## config.mk

```make
export PLATFORM = sky130hd
export DESIGN_NAME = fdc_stub
export DESIGN_NICKNAME = d
export VERILOG_FILES = /design/src/rtl/fdc_stub.sv
export SDC_FILE = /design/constraint.sdc
export NUM_CORES = 1
export LEC_CHECK = 0
export CAP_MARGIN = 40
export CORE_UTILIZATION = 55
export CTS_BUF_LIST = sky130_fd_sc_hd__clkbuf_8 sky130_fd_sc_hd__clkbuf_16
export CTS_CLUSTER_DIAMETER = 60
export CTS_CLUSTER_SIZE = 8
export DETAILED_ROUTE_END_ITERATION = 8
export GPL_ROUTABILITY_DRIVEN = 0
export GPL_TIMING_DRIVEN = 0
export HOLD_SLACK_MARGIN = 0.02
export PLACE_DENSITY = 0.78
export SLEW_MARGIN = 10
export SYNTH_ARGS = -nofsm -noshare
export SYNTH_HDL_FRONTEND = slang
export SYNTH_SLANG_ARGS = --single-unit
```

## constraint.sdc

```tcl
create_clock -name clk -period 5.84 [get_ports clk]
set_input_delay 0.876 -clock clk [delete_from_list [all_inputs] [get_ports clk]]
set_output_delay 0.876 -clock clk [all_outputs]
set_load 0.05 [all_outputs]
```

## src/rtl/fdc_stub.sv

```systemverilog
// Register-level uPD765 stub for the +3 disk ports (MSR at 0x2FFD, data at 0x3FFD) that always reports no drive/media.
// Optional motor latch at 0x1FFD is enabled by defining FDC_MOTOR_PORT_EN.
module fdc_stub #(
    parameter int NCMD_MAX = 9
) (
    input  logic        clk,
    input  logic        rst,
    input  logic [15:0] a,
    input  logic        iorq_n,
    input  logic        rd_n,
    input  logic        wr_n,
    input  logic [7:0]  din,
    output logic [7:0]  dout,
    output logic        oe,
    output logic        int_pending,
    output logic        motor_on
);

    localparam int CW = (NCMD_MAX > 1) ? $clog2(NCMD_MAX) : 1;

    typedef enum logic [1:0] {
        S_IDLE,
        S_CMD,
        S_RESULT
    } state_t;

    state_t          r_state;
    logic            r_rdAccPrev;
    logic            r_wrAccPrev;
    logic            r_rdData;
    logic            r_wrData;
    logic [7:0]      r_din;
    logic [4:0]      r_op;
    logic [3:0]      r_nparam;
    logic [2:0]      r_nres;
    logic [CW-1:0]   r_cnt;
    logic [2:0]      r_idx;
    logic [2:0]      r_hdus;
    logic [2:0]      r_intHdus;
    logic [7:0]      r_c;
    logic [7:0]      r_h;
    logic [7:0]      r_r;
    logic [7:0]      r_n;
    logic            r_sisInt;
    logic            r_intPending;

    logic            w_sel;
    logic            w_rdAcc;
    logic            w_wrAcc;
    logic            w_rdCommit;
    logic            w_wrCommit;
    logic [3:0]      w_tblParam;
    logic [2:0]      w_tblRes;
    logic [7:0]      w_msr;
    logic [7:0]      w_resByte;
    logic            w_unused;

    assign w_sel      = (a[15:13] == 3'b001) && !a[1] && !iorq_n;
    assign w_rdAcc    = w_sel && !rd_n;
    assign w_wrAcc    = w_sel && !wr_n;
    // Commit on the trailing edge so a stretched strobe produces exactly one event
    assign w_rdCommit = r_rdAccPrev && !w_rdAcc;
    assign w_wrCommit = r_wrAccPrev && !w_wrAcc;
    assign w_unused   = &{1'b0, a[11:2], a[0]};

    always_comb begin
        w_tblParam = 4'd0;
        w_tblRes   = 3'd1;
        case (r_din[4:0])
            5'h03, 5'h0F: begin w_tblParam = 4'd2; w_tblRes = 3'd0; end
            5'h04:        begin w_tblParam = 4'd1; w_tblRes = 3'd1; end
            5'h07:        begin w_tblParam = 4'd1; w_tblRes = 3'd0; end
            5'h08:        begin w_tblParam = 4'd0; w_tblRes = r_intPending ? 3'd2 : 3'd1; end
            5'h0A:        begin w_tblParam = 4'd1; w_tblRes = 3'd7; end
            5'h0D:        begin w_tblParam = 4'd5; w_tblRes = 3'd7; end
            5'h02, 5'h05, 5'h06, 5'h09, 5'h0C, 5'h11, 5'h19, 5'h1D:
                          begin w_tblParam = 4'd8; w_tblRes = 3'd7; end
            default:      begin w_tblParam = 4'd0; w_tblRes = 3'd1; end
        endcase
    end

    always_comb begin
        w_resByte = 8'h80;
        if (r_nres == 3'd7) begin
            case (r_idx)
                3'd0:    w_resByte = 8'h48 | {5'b0, r_hdus};
                3'd3:    w_resByte = r_c;
                3'd4:    w_resByte = r_h;
                3'd5:    w_resByte = r_r;
                3'd6:    w_resByte = r_n;
                default: w_resByte = 8'h00;
            endcase
        end else if (r_op == 5'h04) begin
            w_resByte = 8'h10 | {5'b0, r_hdus};
        end else if (r_op == 5'h08 && r_sisInt) begin
            w_resByte = (r_idx == 3'd0) ? (8'h68 | {5'b0, r_intHdus}) : 8'h00;
        end
    end

    always_comb begin
        w_msr = 8'h80;
        case (r_state)
            S_CMD:    w_msr = 8'h90;
            S_RESULT: w_msr = 8'hD0;
            default:  w_msr = 8'h80;
        endcase
    end

    assign oe          = w_rdAcc;
    assign dout        = !a[12] ? w_msr : ((r_state == S_RESULT) ? w_resByte : 8'hFF);
    assign int_pending = r_intPending;

    always_ff @(posedge clk) begin
        if (rst) begin
            r_state      <= S_IDLE;
            r_rdAccPrev  <= 1'b0;
            r_wrAccPrev  <= 1'b0;
            r_rdData     <= 1'b0;
            r_wrData     <= 1'b0;
            r_din        <= 8'h00;
            r_op         <= 5'h00;
            r_nparam     <= 4'd0;
            r_nres       <= 3'd0;
            r_cnt        <= '0;
            r_idx        <= 3'd0;
            r_hdus       <= 3'd0;
            r_intHdus    <= 3'd0;
            r_c          <= 8'h00;
            r_h          <= 8'h00;
            r_r          <= 8'h00;
            r_n          <= 8'h00;
            r_sisInt     <= 1'b0;
            r_intPending <= 1'b0;
        end else begin
            r_rdAccPrev <= w_rdAcc;
            r_wrAccPrev <= w_wrAcc;
            if (w_rdAcc) begin
                r_rdData <= a[12];
            end
            if (w_wrAcc) begin
                r_wrData <= a[12];
                r_din    <= din;
            end

            if (w_wrCommit && r_wrData) begin
                case (r_state)
                    S_IDLE: begin
                        r_op     <= r_din[4:0];
                        r_nparam <= w_tblParam;
                        r_nres   <= w_tblRes;
                        r_cnt    <= '0;
                        r_idx    <= 3'd0;
                        r_hdus   <= 3'd0;
                        r_c      <= 8'h00;
                        r_h      <= 8'h00;
                        r_r      <= 8'h00;
                        r_n      <= 8'h00;
                        r_sisInt <= (r_din[4:0] == 5'h08) && r_intPending;
                        r_state  <= (w_tblParam == 4'd0) ? S_RESULT : S_CMD;
                    end
                    S_CMD: begin
                        case (int'(r_cnt))
                            0:       r_hdus <= r_din[2:0];
                            1:       r_c    <= r_din;
                            2:       r_h    <= r_din;
                            3:       r_r    <= r_din;
                            4:       r_n    <= r_din;
                            default: ;
                        endcase
                        if (int'(r_cnt) < NCMD_MAX - 1) begin
                            r_cnt <= r_cnt + CW'(1);
                        end
                        if (int'(r_cnt) + 1 >= int'(r_nparam)) begin
                            // Seek/recalibrate "complete" instantly and queue an interrupt
                            if (r_op == 5'h07 || r_op == 5'h0F) begin
                                r_intPending <= 1'b1;
                                r_intHdus    <= (r_cnt == '0) ? r_din[2:0] : r_hdus;
                            end
                            r_idx   <= 3'd0;
                            r_state <= (r_nres == 3'd0) ? S_IDLE : S_RESULT;
                        end
                    end
                    default: ;
                endcase
            end else if (w_rdCommit && r_rdData && r_state == S_RESULT) begin
                if (r_idx == r_nres - 3'd1) begin
                    r_state <= S_IDLE;
                    if (r_sisInt) begin
                        r_intPending <= 1'b0;
                    end
                end else begin
                    r_idx <= r_idx + 3'd1;
                end
            end
        end
    end

`ifdef FDC_MOTOR_PORT_EN
    logic w_motAcc;
    logic r_motAccPrev;
    logic r_motDin;
    logic r_motor;

    assign w_motAcc = (a[15:12] == 4'b0001) && !a[1] && !iorq_n && !wr_n;

    always_ff @(posedge clk) begin
        if (rst) begin
            r_motAccPrev <= 1'b0;
            r_motDin     <= 1'b0;
            r_motor      <= 1'b0;
        end else begin
            r_motAccPrev <= w_motAcc;
            if (w_motAcc) begin
                r_motDin <= din[3];
            end
            if (r_motAccPrev && !w_motAcc) begin
                r_motor <= r_motDin;
            end
        end
    end

    assign motor_on = r_motor;
`else
    assign motor_on = 1'b0;
`endif

endmodule

```

# == Word level (Yosys, flattened, before mapping) ==
# Cells that the tools add are included.
# word_totals
register_bits,73
elab_cells,153
# op_classes
n_addsub,4
n_lt_le_gt_ge,2
n_eq_ne,43
muxes,42
n_reduce_logical,43
# op_table
op,count
8-bit 2-to-1 mux,9
8-bit one-hot mux with 2 select lines,4
5-bit by 4-bit == test with 1-bit output (second input constant),8
8-bit one-hot mux with 5 select lines,1
5-bit by 3-bit == test with 1-bit output (second input constant),6
4-bit one-hot mux with 4 select lines,1
5-bit == test (second input constant),3
3-bit 2-to-1 mux,5
3-bit AND reduction,5
2-bit 2-to-1 mux,7
2-bit by 1-bit != test with 1-bit output (second input constant),7
7-bit one-hot mux with 2 select lines,1
3-bit == test (second input constant),4
3-bit one-hot mux with 2 select lines,2
4-bit AND reduction,3
1-bit logical AND,11
5-bit by 2-bit == test with 1-bit output (second input constant),2
10-bit OR reduction,1
3-bit one-hot mux with 3 select lines,1
4-bit by 2-bit == test with 1-bit output (second input constant),2
4-bit logical NOT,2
4-bit one-hot mux with 2 select lines,1
2-bit nonzero test,4
8-bit OR reduction,1
other kinds (28),43

# == Logic depth before layout (Yosys ltp) ==
# logic_depth
depth_word,10
depth_mapped,8
depth_no_buf,7

# == Worst setup path before layout ==
# Ideal clock, no wire load.
# synth_path
path_type,register -> output
from,register r_idx[2]
to,output port dout[0]
arrival_ps,2739
required_time_ps,4964
slack_ps,2225
stages_incl_launch_ff,9
path_buffers,2
cell_sequence,dfxtp_1 -> clkbuf_1 -> inv_1 -> ha_1 -> buf_1 -> nor2_1 -> a21oi_1 -> a22oi_1 -> a21boi_0
# synth_via
elab_chain_len,7
elab_cells_between_ends,12
classes_between,4 x eq/ne; 7 x mux; 1 x reduce/logical
# synth_rtl
item,line_no,source
from (decl),37,logic [2:0] r_idx;
from (signal assigned),192,r_idx <= r_idx + 3'd1;
3-bit logical NOT,"85, 96",
7-bit 2-to-1 mux,96,"w_resByte = (r_idx == 3'd0) ? (8'h68 | {5'b0, r_intHdus}) : 8'h00;"
8-bit 2-to-1 mux,95,end else if (r_op == 5'h08 && r_sisInt) begin
8-bit 2-to-1 mux,93,end else if (r_op == 5'h04) begin
8-bit 2-to-1 mux (*),84,if (r_nres == 3'd7) begin
8-bit 2-to-1 mux (*) (2 in a row),110,assign dout = !a[12] ? w_msr : ((r_state == S_RESULT) ? w_resByte : 8'hFF);
to (decl),13,"output logic [7:0] dout,"
# Mark *: on every way between the ends. The rest lies on a longest branch, timed or not.

# == Final worst setup path ==
# Same ends and word-level chain as after synthesis.

==> impl_metrics.toml <==
[timing]
layout_worst_path_cycle_share_pct = 80.25
transition_time_at_the_pin_with_the_least_slew_margin_ps = 894.5
max_slew_margin_pct = 40.37
finClkSkew_ps = 10.72
final.min_clock_period_ps = 4686
timing.final.hold_violations = 0
final_worst_setup_slack_ps = 1154
totalNegativeSetupSlack_ps = 0
maxSlewViolCount = 0
rsz0062_at_grt = "false"
timing.final.setup_violations = 0
max_freq_mhz = 213.4

[die]
core_area_um2 = 6794
design.portCount = 40
die_height_um = 85.98
initial_core_util_pct = 57.09
die_area_um2 = 7392
core.rowCount = 30
die_width_um = 85.98

[worst_setup_path]
rr_endpoint = "r_h[0]"
type_of_the_setup_path_with_the_least_slack = "flop to primary output"
worst_ep_required_time_ps = 4960
setup.worst_path.end = "dout[0]"
worst-r2r-setup-slack_ps = 3310
regToRegStartpoint = "r_state[1]"
timing.critical_path.cells = "clkbuf_1 -> inv_1 -> ha_1 -> buf_1 -> nor2_1 -> a21oi_1 -> a22oi_1 -> a21boi_0 -> clkdlybuf4s50_1"
crit_path_start = "r_idx[2]"
worst_reg_to_reg_path_cell_count = 8
setup.worst_path.start_class = "flop"
timing.critical_path.arrival_ps = 3810
cp_max_fo = 10
cpMaxStageDelayCell = "clkdlybuf4s50_1"
critical_path.max_stage_delay_ps = 870
endpoint_kind = "primary output"

[placement]
dp_hpwl_mm = 7.294
placement.setup.worst_slack_ps = 1685
placement.io_buffers = 27
dp_cells = 574

[cts]
clk-insertion-delay-late_ps = 360
cts-resized-gates = 0
cts_root_buf = "clkbuf_8"
clock_tree_from_tritoncts = "built"
ctsLongestPathBuffers = 2
cts_setup_buffers = 0
cts_sinks = 73
numCtsBuffers = 9
clk_pin_slew_worst_paths_ps = 80
cts_hold_buffers = 0
h_tree_level_count = 3

[power_and_ir_drop]
p_total_uw = 1004
ir_drop_mv = 0.1724
switching_share_pct = 23.16
power.share.combinational_pct = 5.0
cellInternalPower_uw = 771.1
power.sequential.fraction_pct = 49.6
leakagePower_uw = 0.001643
total_power_per_unit_cell_area_nw_per_um2 = 222.9
pwr-share-clk_pct = 45.3
p_switching_uw = 232.4

[grt]
total_global_routing_track_utilization_pct = 30.12
grt_overflow_total = 0
grt_max_degree = 14
first_global_vias = 3336
grt_first_pass_wirelength_mm = 17.14
antenna_found_initial = 0

[yosys]
number_of_enable_type_register_cells_in_the_synthesized_netlist = 0
number_of_standard_cells_after_synthesis = 450
number_of_unique_standard_cell_types_used_by_synthesis = 58
async_reset_ff_share_pct = 0
synth.ff_latch_count = 73
post_syn_nets = 498
syn-mean-instance-area_um2 = 8.619
post_synthesis_instance_area_um2 = 3879
yosysWarnings = 0
synth.yosys.seq_area_share_pct = 37.68
synth_ff_type = "dfxtp_1"

[route]
wire_per_inst_um = 17.94
drc = 0
ant_nets = 0
vias = 3529
first_pass_iters = 5
final_wirelength_mm = 10.59
drt-vias-per-instance = 5.981
detail_route.iter0.violations = 299

[worst_hold_path]
hold_path.startpoint = "r_nparam[1]"
holdCritPathClass = "flop to flop"

[finish]
layout.cells.most_common_list = "73 x dfxtp_1, 56 x nor2_1, 46 x mux2i_1, 33 x nand2_1, 27 x clkdlybuf4s50_1"
layout-area-overhead-vs-synth_pct = 16.06
most_common_library_cell_in_the_layout_ignoring_fill_and_taps = "dfxtp_1"
antennaDiodeCount = 0
num-fill-cells = 574
layout_cells_sized_above_1_pct = 6.073
fin_nets = 537
final_cell_count_no_fill = 590

[flow_run]
max_cap_violations = 0

[run_status]
outcome = "complete, no violations"
synth_stat cells (all sizes together) (9+ instances only):
library cell / n / area, um^2
a21oi: 25 / 128.9
and2: 13 / 81.33
clkbuf: 24 / 90.09
dfxtp: 73 / 1461
ha: 19 / 237.7
inv: 18 / 67.56
mux2i: 46 / 460.4
nand2: 33 / 123.9
nand3: 9 / 45.04
nor2: 59 / 229.0
nor2b: 12 / 75.07
o21ai: 21 / 108.9
worst max-delay path: cells and delay by family, from the launching register on:
family | cells | cell delay, ps
flops | 1 | 340
compound gates | 3 | 970
fa+ha+maj | 1 | 210
buf+inv | 4 | 1840
simple gates | 1 | 80
flip-flops by register name (all words and copies together) (netlist names), 2 cells and up:
register and flops:
r_r 8, r_n 8, r_intHdus 3, r_cnt 4, r_din 8, r_h 8, r_nparam 4, r_op 5
r_hdus 3, r_nres 3, r_state 2, r_c 8, r_idx 3
power by group through the flow:
stage	registers [uW]	logic (uW)	clock network (uW)
6_report	498	50.5	455
5_1_grt	498	53.7	475
4_1_cts	498	50.1	457
3_5_place_dp	510	49.8	0
3_3_place_gp	510	49.3	0
2_1_floorplan	510	25.9	0
worst min path at each step:
stage / to / slack, ps / cells after the start
6_report: r_nparam[1] / 460 / 2
5_1_grt: r_nparam[1] / 480 / 2
4_1_cts: r_nparam[1] / 460 / 2
3_5_place_dp: r_nparam[1] / 450 / 2
3_3_place_gp: r_nparam[2] / 440 / 2
2_1_floorplan: r_nparam[1] / 430 / 2
cell families after synthesis:
group | Yosys count | share of synthesized area (%)
and+or+nand+nor | 156 | 19.52
AOI/OAI and AO/OA | 104 | 18.48
DFF | 73 | 37.68
muxes | 46 | 11.87
buffers and inverters | 45 | 4.484
adders and majority gates | 19 | 6.129
xor gates and xnor gates | 6 | 1.742
other | 1 | 0.09668
per-stage QoR:
stage	utilization [%]	hold WS [ps]	instance area (um^2)
global route	66.26	478.5	4502
floorplan	-	431.9	3879
detailed placement	62.91	451.9	4274
global placement	62.84	443.5	4269
CTS	66.26	461.2	4502
finish	66.26	457.4	4502
routing by layer:
metal  global-route usage, %  wire [um]  share of wire (%)
met1                   40.92       4699                 44
met2                   48.20       4995                 47
met3                   3.657        631                6.0
met4                   13.03        260                2.5
met5                       0          0                  0
cell type report:
class                      instances  area [um^2]  share of cell area (%)
multi-input combinational        332         2245                   49.86
sequential                        73         1461                   32.46
timing repair buffer              28        274.0                   6.087
clock buffer                      10        137.6                   3.057
tap                               96        120.1                   2.668
buffer                            27        106.4                   2.362
clock inverter                     6        90.09                   2.001
inverter                          18        67.56                   1.501
Note: power is estimated with default switching activity, not from simulation.
